--- src/rtl/tag_dispatch.sv ---
// Dispatch stage: allocates a rename tag per decoded instruction into a one-entry output register, recycles tags from the CDB.
// Decoder-to-launch latency is 1 cycle; the decoder stalls when no tag is free or the held instruction cannot launch.
module tag_dispatch #(
  parameter int TAG_W    = 4,
  parameter int NUM_TAGS = 15
) (
  input  logic             clk_in,
  input  logic             rst_in,
  input  logic             rdy_in,
  input  logic             flush_in,
  input  logic             dec_valid,
  input  logic [4:0]       dec_rd,
  input  logic [4:0]       dec_rs1,
  input  logic [4:0]       dec_rs2,
  output logic             dec_ready,
  input  logic             ds_ready,
  output logic [4:0]       rd,
  output logic [4:0]       rs1,
  output logic [4:0]       rs2,
  output logic [TAG_W-1:0] rd_tag,
  output logic             inst_valid,
  input  logic             cdb_active,
  input  logic [TAG_W-1:0] cdb_tag,
  output logic [TAG_W-1:0] free_cnt,
  output logic             err_dbl_free
);

  localparam logic [TAG_W-1:0] CNT_ALL = TAG_W'(NUM_TAGS);
  localparam logic [TAG_W-1:0] CNT_ONE = TAG_W'(1);

  logic [NUM_TAGS:1]  free_mask;
  logic [NUM_TAGS:1]  mask_nxt;
  logic [TAG_W-1:0]   cnt_nxt;
  logic [TAG_W-1:0]   alloc_tag;
  logic               out_valid;
  logic               any_free;
  logic               accept;
  logic               launch;
  logic               cdb_in_range;
  logic               free_ok;
  logic               dup_free;

  // Lowest-numbered free tag wins; scanning downward lets the last hit be the lowest.
  always_comb begin
    alloc_tag = '0;
    for (int i = NUM_TAGS; i >= 1; i--) begin
      if (free_mask[i]) alloc_tag = TAG_W'(i);
    end
  end

  assign any_free     = |free_mask;
  assign dec_ready    = rst_in & rdy_in & ~flush_in & any_free & (~out_valid | ds_ready);
  assign accept       = dec_valid & dec_ready;
  assign launch       = rst_in & rdy_in & ~flush_in & out_valid & ds_ready;
  assign inst_valid   = launch;

  assign cdb_in_range = (cdb_tag != '0) && (int'(cdb_tag) <= NUM_TAGS);
  assign dup_free     = cdb_active && cdb_in_range && free_mask[cdb_tag];
  assign free_ok      = cdb_active && cdb_in_range && !free_mask[cdb_tag];

  // Free decisions use the registered mask, so a tag freed this cycle is never handed out this cycle.
  always_comb begin
    mask_nxt = free_mask;
    cnt_nxt  = free_cnt;
    if (accept) begin
      mask_nxt[alloc_tag] = 1'b0;
      cnt_nxt             = cnt_nxt - CNT_ONE;
    end
    if (free_ok) begin
      mask_nxt[cdb_tag] = 1'b1;
      cnt_nxt           = cnt_nxt + CNT_ONE;
    end
  end

  always_ff @(posedge clk_in) begin
    if (!rst_in) begin
      free_mask    <= '1;
      free_cnt     <= CNT_ALL;
      out_valid    <= 1'b0;
      rd           <= '0;
      rs1          <= '0;
      rs2          <= '0;
      rd_tag       <= '0;
      err_dbl_free <= 1'b0;
    end else if (rdy_in) begin
      if (flush_in) begin
        free_mask <= '1;
        free_cnt  <= CNT_ALL;
        out_valid <= 1'b0;
      end else begin
        free_mask <= mask_nxt;
        free_cnt  <= cnt_nxt;
        if (dup_free) err_dbl_free <= 1'b1;
        if (accept) begin
          out_valid <= 1'b1;
          rd        <= dec_rd;
          rs1       <= dec_rs1;
          rs2       <= dec_rs2;
          rd_tag    <= alloc_tag;
        end else if (launch) begin
          out_valid <= 1'b0;
        end
      end
    end
  end

endmodule
--- config.mk ---
export PLATFORM = sky130hd
export DESIGN_NAME = tag_dispatch
export DESIGN_NICKNAME = d
export VERILOG_FILES = /design/src/rtl/tag_dispatch.sv
export SDC_FILE = /design/constraint.sdc
export NUM_CORES = 1
export LEC_CHECK = 0
export BUFFER_PORTS_ARGS = -buffer_cell sky130_fd_sc_hd__buf_2
export CORE_MARGIN = 3
export CORE_UTILIZATION = 50
export CTS_CLUSTER_DIAMETER = 150
export DETAILED_ROUTE_END_ITERATION = 6
export PLACE_DENSITY = 0.76
export SETUP_SLACK_MARGIN = 0.05
export SLEW_MARGIN = 30
export SYNTH_ARGS = -nofsm -noshare
export SYNTH_HDL_FRONTEND = slang
export SYNTH_SLANG_ARGS = --single-unit
export TNS_END_PERCENT = 1
--- constraint.sdc ---
create_clock -name clk_in -period 5.16 [get_ports clk_in]
set_input_delay 0 -clock clk_in [delete_from_list [all_inputs] [get_ports clk_in]]
set_output_delay 0 -clock clk_in [all_outputs]
set_load 0.05 [all_outputs]
==> results of run 1 <==
[routing by layer]
layer	routed length, um	vias up
li1	-	1092
met2	2890	105
met5	0	-
met3	427	18
met4	150	0
met1	2740	1029
[power by group through the flow]
stage / Sequential [uW] / Combinational [uW] / Clock [uW]
2_1_floorplan: 339 / 36.0 / 0
3_3_place_gp: 324 / 73.0 / 0
3_5_place_dp: 324 / 73.4 / 0
4_1_cts: 317 / 82.5 / 270
5_1_grt: 318 / 91.2 / 286
6_report: 317 / 84.3 / 269
[path summary, 6_finish.rpt]
check / to / slack [ps] / cells after the start
max: free_cnt[2] / 2310 / 10
min: err_dbl_free / 8 / 3
max reg2reg: free_cnt[2] / 2310 / 10
min reg2reg: rd[2] / 460 / 2
[critical path: cells and delay by family, from the launching register on]
kind | cells | cell delay, ps
and+or+nand+nor | 5 | 1630
AOI/OAI and AO/OA | 3 | 470
DFF | 1 | 370
adders and majority gates | 1 | 160
xor gates and xnor gates | 1 | 160
[per-stage QoR]
step	worst slack [ps]	utilization	cell area (sq um)
4_1_cts	1990	0.651	2700
2_1_floorplan	2820	-	2210
3_3_place_gp	2090	0.587	2430
6_report	2310	0.653	2710
5_1_grt	2010	0.653	2710
3_5_place_dp	2010	0.587	2430
[timing repair]
item	4_1_cts	5_1_grt
resized for setup	0	0
endpoints found under the hold margin	15	0
hold buffers	15	0
[cell usage after synthesis (2+ instances only)]
library cell,count,area share
and3_1,2,0.0057
a21boi_0,17,0.058
o31ai_1,7,0.024
nor2b_1,8,0.023
buf_4,2,0.0068
o22ai_1,2,0.0057
o41ai_1,3,0.012
mux2i_1,2,0.0091
or3_1,2,0.0057
dfxtp_1,40,0.36
nor2_1,14,0.024
buf_6,4,0.020
a21oi_1,21,0.048
clkbuf_1,7,0.012
mux4_2,3,0.031
nand3_1,4,0.0091
a22oi_1,2,0.0068
a31oi_1,3,0.0085
o21ai_0,18,0.041
nand2b_1,7,0.020
nand2_1,44,0.075
nor2_2,2,0.0057
o21a_1,2,0.0068
or2_2,2,0.0057
ha_1,2,0.011
nor3_1,9,0.020
inv_1,9,0.015
xnor2_1,2,0.0079
a211oi_1,2,0.0068
mux2_2,2,0.010
nor4_1,5,0.014
buf_2,2,0.0045
a22o_1,2,0.0079
[layout by cell type, fill, tap and decap left out, drive strengths merged, types with 2 or more instances in the layout]
cell         synthesis  final
nand2b               7      7
a22o                 2      2
o21ai               19     19
nor2                16     16
mux2i                2      2
mux4                 3      3
a21oi               22     22
and3                 2      2
mux2                 2      2
o21a                 2      2
or2                  2      2
xnor2                3      3
o31ai                7      7
o22ai                2      2
or3                  2      2
dfxtp               40     40
inv                  9     10
a31oi                3      3
nor4                 5      5
nand3                4      4
nand2               44     44
a211oi               2      2
nor2b                8      8
buf                  8     51
o41ai                4      4
a21boi              17     17
clkbuf               7      5
a22oi                3      3
dlygate4sd3          0     15
ha                   2      2
nor3                 9      9
[sequential cells by signal, indices dropped and copies added (netlist names)]
register and flops:
rd 5, free_cnt 4, free_mask 15, rs2 5
rd_tag 4, out_valid 1, err_dbl_free 1, rs1 5
[final cells by class]
cell class,count,area [sq um]
Fill cell,365,1440
Inverter,9,33.8
Multi-Input combinational cell,207,1290
Clock buffer,5,68.8
Clock inverter,3,46.3
Sequential cell,40,801
Tap cell,50,62.6
Timing Repair Buffer,66,405
[cells by family (layout without fill, tap and decap cells)]
group / after synthesis / after routing / share of synthesized area
muxes: 7 / 7 / 0.0498
AOI/OAI and AO/OA: 91 / 91 / 0.277
xor gates and xnor gates: 3 / 3 / 0.0153
buffers and inverters: 24 / 83 / 0.0589
and+or+nand+nor: 104 / 104 / 0.226
DFF: 40 / 40 / 0.362
adders and majority gates: 2 / 2 / 0.0113
==> results.py, run 1 <==
metrics = {
    "worst_setup_path": {
        "required_ps": 5410,
        "critPathMaxFanout": 25,
        "max_stage_delay_ps": 600,
        "cp-end-kind": "register",
        "arrival_ps": 3100,
        "crit_slowest_cell": "nor4_1",
        "crit_chain": "nor4_1 -> and4b_1 -> nand2b_2 -> nand2_1 -> o21ai_2 -> ha_1 -> o21ai_0 -> xnor2_1 -> a211o_1 -> nand2_1",
        "cpMostUsedCell": "nand2_1",
        "critPathKind": "register to register",
        "startpoint": "free_mask[4]",
        "cp-start-kind": "register",
        "crit-reg2reg-launch": "free_mask[4]",
    },
    "floorplan": {
        "dieArea_sq_um": 5260,
        "fp.dieW_um": 72.5,
        "rows": 23,
        "ioPinCount": 52,
        "fp.coreArea_sq_um": 4140,
        "die_h_um": 72.5,
        "start_util": 0.534,
    },
    "power": {
        "finalPower_uw": 670,
        "p_clk_frac": 0.401,
        "p_per_area_nw_per_um2": 248,
        "cellInternalPower_uw": 491,
        "power_switching_uw": 179,
        "swShare": 0.268,
        "leakage_uw": 0.00109,
        "vdd_ir_drop_max_mv": 0.151,
        "p_seq_frac": 0.473,
        "combPwrFrac": 0.126,
    },
    "timing": {
        "setup_tns_ps": 0,
        "fmax_mhz": 351,
        "maxSlewViolCount": 0,
        "finalHoldViolCount": 0,
        "rsz0062_at_grt": "no",
        "skew_ps": 8.36,
        "finalCritPeriodShare": 0.553,
        "worstMarginPinSlew_ps": 820,
        "whs_ps": 8.49,
        "slew-limit-headroom": 0.449,
        "setup_viol": 0,
        "period_minus_slack_ps": 2850,
    },
    "clocking": {
        "clkTransAtPathRegs_ps": 90,
        "numCtsBuffers": 5,
        "clock_latency_ps": 300,
        "htreeDepth": 2,
        "cts_setup_buffers": 0,
        "cts.sinks": 40,
        "cts_root_buffer": "clkbuf_8",
        "cts_tree": "yes",
        "cts.path.max_buffers": 2,
    },
    "layout": {
        "final_cell_count_no_fill": 380,
        "antenna_cells": 0,
        "fin_nets": 357,
        "drive_gt1_frac": 0.230,
        "synthToLayoutAreaGrowth_pct": 22.4,
    },
    "route": {
        "ant_nets": 0,
        "wl_per_cell_um": 16.3,
        "drtIter0Drc": 263,
        "route.detailed.drc": 0,
        "via_per_inst": 5.91,
        "vias": 2244,
        "drt_first_pass_iters": 5,
        "routed_wl_um": 6210,
    },
    "grt": {
        "antenna_found_initial": 0,
        "grt_max_degree": 27,
        "grt_pass1_vias": 2228,
        "use_met1": 0.342,
        "grt_pass1_wl_um": 10500,
        "use_met2": 0.413,
        "top_usage_layer": "met2",
        "track_usage": 0.257,
        "grt_util_met3": 0.0471,
        "grt_overflow_total": 0,
    },
    "logic_synthesis": {
        "postSynthCellCount": 271,
        "synth_edf_count": 0,
        "ys_types": 51,
        "async_flop_share": 0,
        "netlist_area_sq_um": 2210,
        "synth_nets": 299,
        "yosysSeqAreaShare": 0.362,
        "ys_seq_elements": 40,
        "yosysWarnings": 0,
        "avgSynthCellArea_sq_um": 8.16,
        "synth_ff_type": "dfxtp_1",
    },
    "flow_run": {
        "maxCapViolations": 0,
    },
    "place": {
        "hpwlAfterDp_um": 4200,
        "globalplace.congestion": 0.938,
        "placed_cells": 357,
        "port_buffers": 51,
    },
    "hold_path": {
        "hold_class": "primary input to register",
        "min_from": "cdb_active",
    },
    "run_status": {
        "status": "finished clean",
    },
}
(Power assumes the default switching activity.)
==> inputs of run 2 (changes only) <==
--- a/config.mk
+++ b/config.mk
@@ -5,9 +5,10 @@
 export SDC_FILE = /design/constraint.sdc
 export NUM_CORES = 1
 export LEC_CHECK = 0
+export ABC_AREA = 1
 export BUFFER_PORTS_ARGS = -buffer_cell sky130_fd_sc_hd__buf_2
 export CORE_MARGIN = 3
-export CORE_UTILIZATION = 50
+export CORE_UTILIZATION = 48
 export CTS_CLUSTER_DIAMETER = 150
 export DETAILED_ROUTE_END_ITERATION = 6
 export PLACE_DENSITY = 0.76
==> constraint.sdc (replaced) <==
create_clock -name clk_in -period 2.5 [get_ports clk_in]
set_input_delay 0 -clock clk_in [delete_from_list [all_inputs] [get_ports clk_in]]
set_output_delay 0 -clock clk_in [all_outputs]
set_load 0.05 [all_outputs]
==> run 2 against run 1 <==
Net effect: worst hold slack better by 42 ps; first-iteration DRC count decreased by 4.6%; flip-flop and latch count is the same; via count up 9.4%; clock skew shrank 3.8 ps; clock-buffer cell count unchanged; critical path type unchanged; highest routed layer unchanged.
==> results.py, run 2 <==
metrics = {
    "power": {
        "swShare": 0.294,
        "power_switching_uw": 379,
        "leakage_uw": 0.00145,
        "p_clk_frac": 0.324,
        "combPwrFrac": 0.168,
        "p_seq_frac": 0.508,
        "cellInternalPower_uw": 910,
        "vdd_ir_drop_max_mv": 0.311,
        "p_per_area_nw_per_um2": 460,
    },
    "flow_run": {
        "maxCapViolations": 0,
    },
    "clocking": {
        "cts.path.max_buffers": 2,
        "cts_resized": 0,
        "cts_tree": "yes",
        "clkTransAtPathRegs_ps": 80,
        "cts_root_buffer": "clkbuf_8",
        "cts.sinks": 40,
        "htreeDepth": 2,
        "cts_setup_buffers": 0,
        "numCtsBuffers": 5,
        "clock_latency_ps": 290,
        "hold_buffers": 16,
    },
    "grt": {
        "antenna_found_initial": 0,
        "grt_pass1_vias": 2235,
        "grt_max_degree": 25,
        "grt_overflow_total": 0,
        "track_usage": 0.231,
        "grt_pass1_wl_um": 9960,
    },
    "layout": {
        "drive_gt1_frac": 0.190,
        "antenna_cells": 0,
        "final_cell_mix": "100 x nand2_1, 51 x inv_1, 51 x buf_2, 40 x dfxtp_1, 32 x nor2_1",
        "synthToLayoutAreaGrowth_pct": 23.6,
        "fin_nets": 448,
        "final_common_cell": "nand2_1",
        "regMostFlops": "free_mask",
        "finalInstanceArea_sq_um": 2800,
        "num-fill-cells": 447,
        "largest_reg_flops": 15,
    },
    "worst_setup_path": {
        "crit-reg2reg-launch": "free_mask[2]",
        "crit_slowest_cell": "dfxtp_1",
        "critPathKind": "register to register",
        "cp-start-kind": "register",
        "max_stage_delay_ps": 360,
        "arrival_ps": 2330,
        "required_ps": 2700,
        "critPathMaxFanout": 24,
        "startpoint": "free_mask[2]",
        "cp-end-kind": "register",
        "cpMostUsedCell": "nand2_1",
        "crit_chain": "inv_1 -> nand3_1 -> nor2_1 -> nand2_1 -> nand3_4 -> inv_4 -> nand2_2 -> xor2_2 -> nor2_1 -> nand2_1 -> nand2_1 -> nand2_1 -> o21ai_1 -> inv_1",
    },
    "route": {
        "vias": 2454,
        "met3WireLength_um": 393,
        "wl_per_cell_um": 12.9,
        "drtIter0Drc": 251,
        "drt_first_pass_iters": 4,
        "via_per_inst": 5.20,
        "top_layer_used": "met4",
        "met2WireLength_um": 2980,
        "wl_met1_um": 2630,
        "ant_nets": 0,
        "routed_wl_um": 6110,
        "route.detailed.drc": 0,
    },
    "timing": {
        "rsz0062_at_grt": "no",
        "fmax_mhz": 469,
        "skew_ps": 4.60,
        "setup_tns_ps": 0,
        "setup_viol": 0,
        "finalHoldViolCount": 0,
        "worstMarginPinSlew_ps": 421,
        "slew-limit-headroom": 0.719,
        "period_minus_slack_ps": 2130,
        "finalCritPeriodShare": 0.852,
        "maxSlewViolCount": 0,
    },
    "hold_path": {
        "hold_class": "primary input to register",
        "min_from": "rdy_in",
    },
    "logic_synthesis": {
        "synth_common_cells": "100 x nand2_1, 51 x inv_1, 40 x dfxtp_1",
        "synth_ff_type": "dfxtp_1",
        "async_flop_share": 0,
        "postSynthCellCount": 352,
        "yosysSeqAreaShare": 0.353,
        "yosysMostFrequentCell": "nand2_1",
        "yosysWarnings": 0,
        "netlist_area_sq_um": 2270,
        "synth_nets": 380,
        "ys_types": 36,
        "avgSynthCellArea_sq_um": 6.44,
        "synth_edf_count": 0,
        "ys_seq_elements": 40,
        "synth_largest_area_cell": "dfxtp_1",
        "synth_area_leaders": "dfxtp_1 35%, nand2_1 17%, inv_1 8.4%",
        "netlist.area_leader.share": 0.353,
    },
    "floorplan": {
        "fp.dieW_um": 74.7,
        "die_h_um": 74.7,
        "rows": 24,
        "fp.coreArea_sq_um": 4440,
        "start_util": 0.510,
        "ioPinCount": 52,
        "dieArea_sq_um": 5580,
    },
    "run_status": {
        "status": "finished clean",
    },
    "place": {
        "hpwlAfterDp_um": 4270,
        "postPlaceCellArea_sq_um": 2560,
        "globalplace.congestion": 0.921,
        "port_buffers": 51,
    },
}
run 2: cell types whose count changed after synthesis, sizes merged, moves of 5 or more:
cell	before	now
a21boi	17	1
a21oi	22	29
inv	9	55
nand2	44	105
nand2b	7	0
nand3	4	23
nor2	16	37
nor2b	8	0
nor3	9	2
nor4	5	0
o21ai	19	29
o31ai	7	2
run 2: per-layer routing:
| layer | track usage | vias up |
|---|---|---|
| met3 | 0.0401 | 12 |
| met2 | 0.385 | 76 |
| li1 | - | 1249 |
| met4 | 0.0791 | 0 |
| met1 | 0.301 | 1117 |
| met5 | 0 | - |
run 2: final timing paths:
kind                            slack [ps]     endpoint  cells past startpoint
worst max-delay path                   370  free_cnt[3]                     14
worst min register to register         460       rs2[4]                      2
worst max register to register         370  free_cnt[3]                     14
worst min-delay path                    50    out_valid                      4
run 2: through the flow:
stage	hold slack (ps)	cells	total power, uW	setup slack (ps)	utilization
6_report	50.3	472	1290	369	0.630
5_1_grt	79.3	472	1340	81.2	0.630
4_1_cts	48.7	472	1290	387	0.630
3_5_place_dp	255	449	863	403	0.576
3_3_place_gp	252	449	862	463	0.576
2_1_floorplan	144	352	806	606	-
run 2: worst max-delay path, delay by kind of cell (launching register included):
kind	cells	cell delay, ps
AND/OR/NAND/NOR	9	960
buffers and inverters	3	420
flip-flops	1	360
XOR/XNOR	1	160
AO/OA/AOI/OAI	1	120
run 2: logic make-up after synthesis:
logic type / Yosys count / share of synthesized area
and+or+nand+nor: 169 / 0.321
AOI/OAI and AO/OA: 72 / 0.180
buffers and inverters: 65 / 0.116
DFF: 40 / 0.353
xor gates and xnor gates: 4 / 0.0188
adders and majority gates: 2 / 0.0110
run 2: cell type report:
class / instances / area [sq um] / area share
Tap cell: 52 / 65.1 / 0.0232
Clock inverter: 2 / 12.5 / 0.00447
Inverter: 56 / 213 / 0.0759
Multi-Input combinational cell: 247 / 1200 / 0.430
Sequential cell: 40 / 801 / 0.286
Clock buffer: 5 / 68.8 / 0.0246
Timing Repair Buffer: 70 / 438 / 0.156
run 2: power by group through the flow:
stage / combinational [uW] / sequential [uW] / clock (uW)
final: 216 / 655 / 417
after global routing: 236 / 656 / 453
after CTS: 213 / 655 / 424
after detailed placement: 193 / 670 / 0
after global placement: 192 / 670 / 0
after floorplan: 100 / 706 / 0
==> inputs of run 3 (changes only) <==
--- a/config.mk
+++ b/config.mk
@@ -8,10 +8,11 @@
 export ABC_AREA = 1
 export BUFFER_PORTS_ARGS = -buffer_cell sky130_fd_sc_hd__buf_2
 export CORE_MARGIN = 3
-export CORE_UTILIZATION = 48
+export CORE_UTILIZATION = 50
+export CTS_BUF_LIST = sky130_fd_sc_hd__clkbuf_4
 export CTS_CLUSTER_DIAMETER = 150
 export DETAILED_ROUTE_END_ITERATION = 6
-export PLACE_DENSITY = 0.76
+export PLACE_DENSITY = 0.79
 export SETUP_SLACK_MARGIN = 0.05
 export SLEW_MARGIN = 30
 export SYNTH_ARGS = -nofsm -noshare
==> run 3 against run 2 <==
Net effect: the run now ends with DRC left; maximum frequency is 2.9% higher; global-route usage is 1.8 points higher; die area is 3.7% lower; core utilization is 4.5 points higher; combinational power is 2% higher; setup slack better by 60 ps; clock power is 6.5% higher; critical path depth is 5 higher; sequential share of layout area is 0.16 points lower.
==> results.py, run 3 (synthesized netlist as in run 2, its figures left out) <==
metrics = {
    "route": {
        "via_per_inst": 5.36,
        "drtIter0Drc": 189,
        "route.detailed.drc": 2,
        "drt_first_pass_iters": 7,
        "wl_per_cell_um": 13.6,
        "routed_wl_um": 6430,
        "vias": 2534,
        "ant_nets": 0,
    },
    "worst_setup_path": {
        "crit_chain": "inv_1 -> nand2_1 -> nand2_1 -> nand2_1 -> nand2_1 -> nand2_1 -> nand2_1 -> nand2_1 -> nand2_1 -> nand2_1 -> nand2_1 -> nand2_1 -> nand2_1 -> nand2_1 -> nand2_2 -> nor2_1 -> nand3_1 -> nand2_1 -> nand2_1",
        "r2r_slack_ps": 430,
        "cp-end-kind": "register",
        "reg2regPathDepth": 19,
        "required_ps": 2740,
        "cpMostUsedCell": "nand2_1",
        "critPathMaxFanout": 9,
        "crit_slowest_cell": "dfxtp_1",
        "max_stage_delay_ps": 400,
        "reg2reg_to": "free_mask[4]",
        "arrival_ps": 2310,
        "cp-start-kind": "register",
        "crit-reg2reg-launch": "free_mask[14]",
        "critPathKind": "register to register",
    },
    "run_status": {
        "violations": "DRC",
        "status": "finished, violations left",
    },
    "clocking": {
        "hold_buffers": 18,
        "cts_tree": "yes",
        "clock_latency_ps": 360,
        "htreeDepth": 2,
        "cts_setup_buffers": 0,
        "cts_root_buffer": "clkbuf_4",
        "cts.sinks": 40,
        "cts_resized": 0,
        "clkTransAtPathRegs_ps": 130,
        "cts.path.max_buffers": 2,
        "numCtsBuffers": 5,
    },
    "layout": {
        "num-fill-cells": 367,
        "final_cell_count_no_fill": 473,
        "antenna_cells": 0,
        "final_cell_mix": "100 x nand2_1, 51 x inv_1, 51 x buf_2, 40 x dfxtp_1, 32 x nor2_1",
        "finalCoreUtilization": 0.675,
        "drive_gt1_frac": 0.191,
        "largest_reg_flops": 15,
        "final_common_cell": "nand2_1",
        "fin_nets": 450,
        "regMostFlops": "free_mask",
        "synthToLayoutAreaGrowth_pct": 24.3,
    },
    "timing": {
        "worstMarginPinSlew_ps": 451,
        "rsz0062_at_grt": "no",
        "finalHoldViolCount": 0,
        "finalCritPeriodShare": 0.828,
        "skew_ps": 15.6,
        "setup_viol": 0,
        "setup_tns_ps": 0,
        "period_minus_slack_ps": 2070,
        "fmax_mhz": 483,
        "slew-limit-headroom": 0.699,
        "worst_slack_ps": 429,
        "maxSlewViolCount": 0,
    },
    "grt": {
        "grt_overflow_total": 0,
        "grt_max_degree": 25,
        "grt_pass1_wl_um": 10500,
        "grt_pass1_vias": 2296,
        "track_usage": 0.249,
        "antenna_found_initial": 0,
    },
    "place": {
        "pre_cts_slack_ps": 440,
        "globalplace.congestion": 0.957,
        "hpwlAfterDp_um": 4470,
        "placed_cells": 447,
        "port_buffers": 51,
    },
    "floorplan": {
        "start_util": 0.543,
        "fp.dieW_um": 73.3,
        "die_h_um": 73.3,
        "dieArea_sq_um": 5380,
        "ioPinCount": 52,
        "rows": 23,
        "fp.coreArea_sq_um": 4170,
    },
    "power": {
        "leakage_uw": 0.00146,
        "vdd_ir_drop_max_mv": 0.343,
        "p_per_area_nw_per_um2": 469,
    },
    "hold_path": {
        "hold_class": "primary input to register",
        "holdPathStages": 3,
        "worstHoldEndpoint": "out_valid",
        "min_from": "dec_valid",
    },
    "flow_run": {
        "maxCapViolations": 0,
    },
}
run 3: changes by cell type in the layout (fill, tap and decap cells not counted):
cell           change
clkbuf_4           +6
clkinvlp_4         -1
bufinv_16          +1
clkbuf_8           -5
dlygate4sd3_1      +2
run 3: layer usage:
metal  routed length (um)  global-route usage  up-vias
met5                    0                   0        -
met2                 3190               0.418      106
met1                 2640               0.317     1157
met3                  505              0.0506       16
li1                     -                   -     1255
met4                   96              0.0845        0
run 3: worst max path at each step:
stage,startpoint,to,depth (start not counted)
2_1_floorplan,free_cnt[0],free_cnt[2],9
3_3_place_gp,free_mask[1],free_cnt[1],12
3_5_place_dp,free_mask[1],free_cnt[1],12
4_1_cts,free_mask[1],free_cnt[1],12
5_1_grt,free_mask[1],free_cnt[1],12
6_report,free_mask[14],free_mask[4],19
run 3: cell type report:
cell class | count | area, sq um | area share
repair buffers | 72 | 458 | 0.163
inverters | 56 | 213 | 0.0755
clock inverters | 2 | 35.0 | 0.0124
flip-flops and latches | 40 | 801 | 0.284
well taps | 50 | 62.6 | 0.0222
multi-input cells | 247 | 1200 | 0.427
clock buffers | 6 | 45.0 | 0.0160
run 3: worst max-delay path, delay by kind of cell (launching register included):
| kind | cells | cell delay [ps] |
|---|---|---|
| simple gates | 18 | 1470 |
| buf+inv | 1 | 90 |
| flops | 1 | 400 |
run 3: per-stage QoR:
stage               total power (uW)  cell area, sq um  hold WS, ps
finish                          1320              2820         25.0
global route                    1370              2820         15.1
CTS                             1320              2820         20.7
detailed placement               864              2560          256
global placement                 864              2560          251
floorplan                        806              2270          144
run 3: where the power goes:
group	switching [uW]	internal [uW]	total, uW
Sequential	7.15	648	656
Combinational	146	75.3	221
Clock	223	220	444
Total	376	944	1320
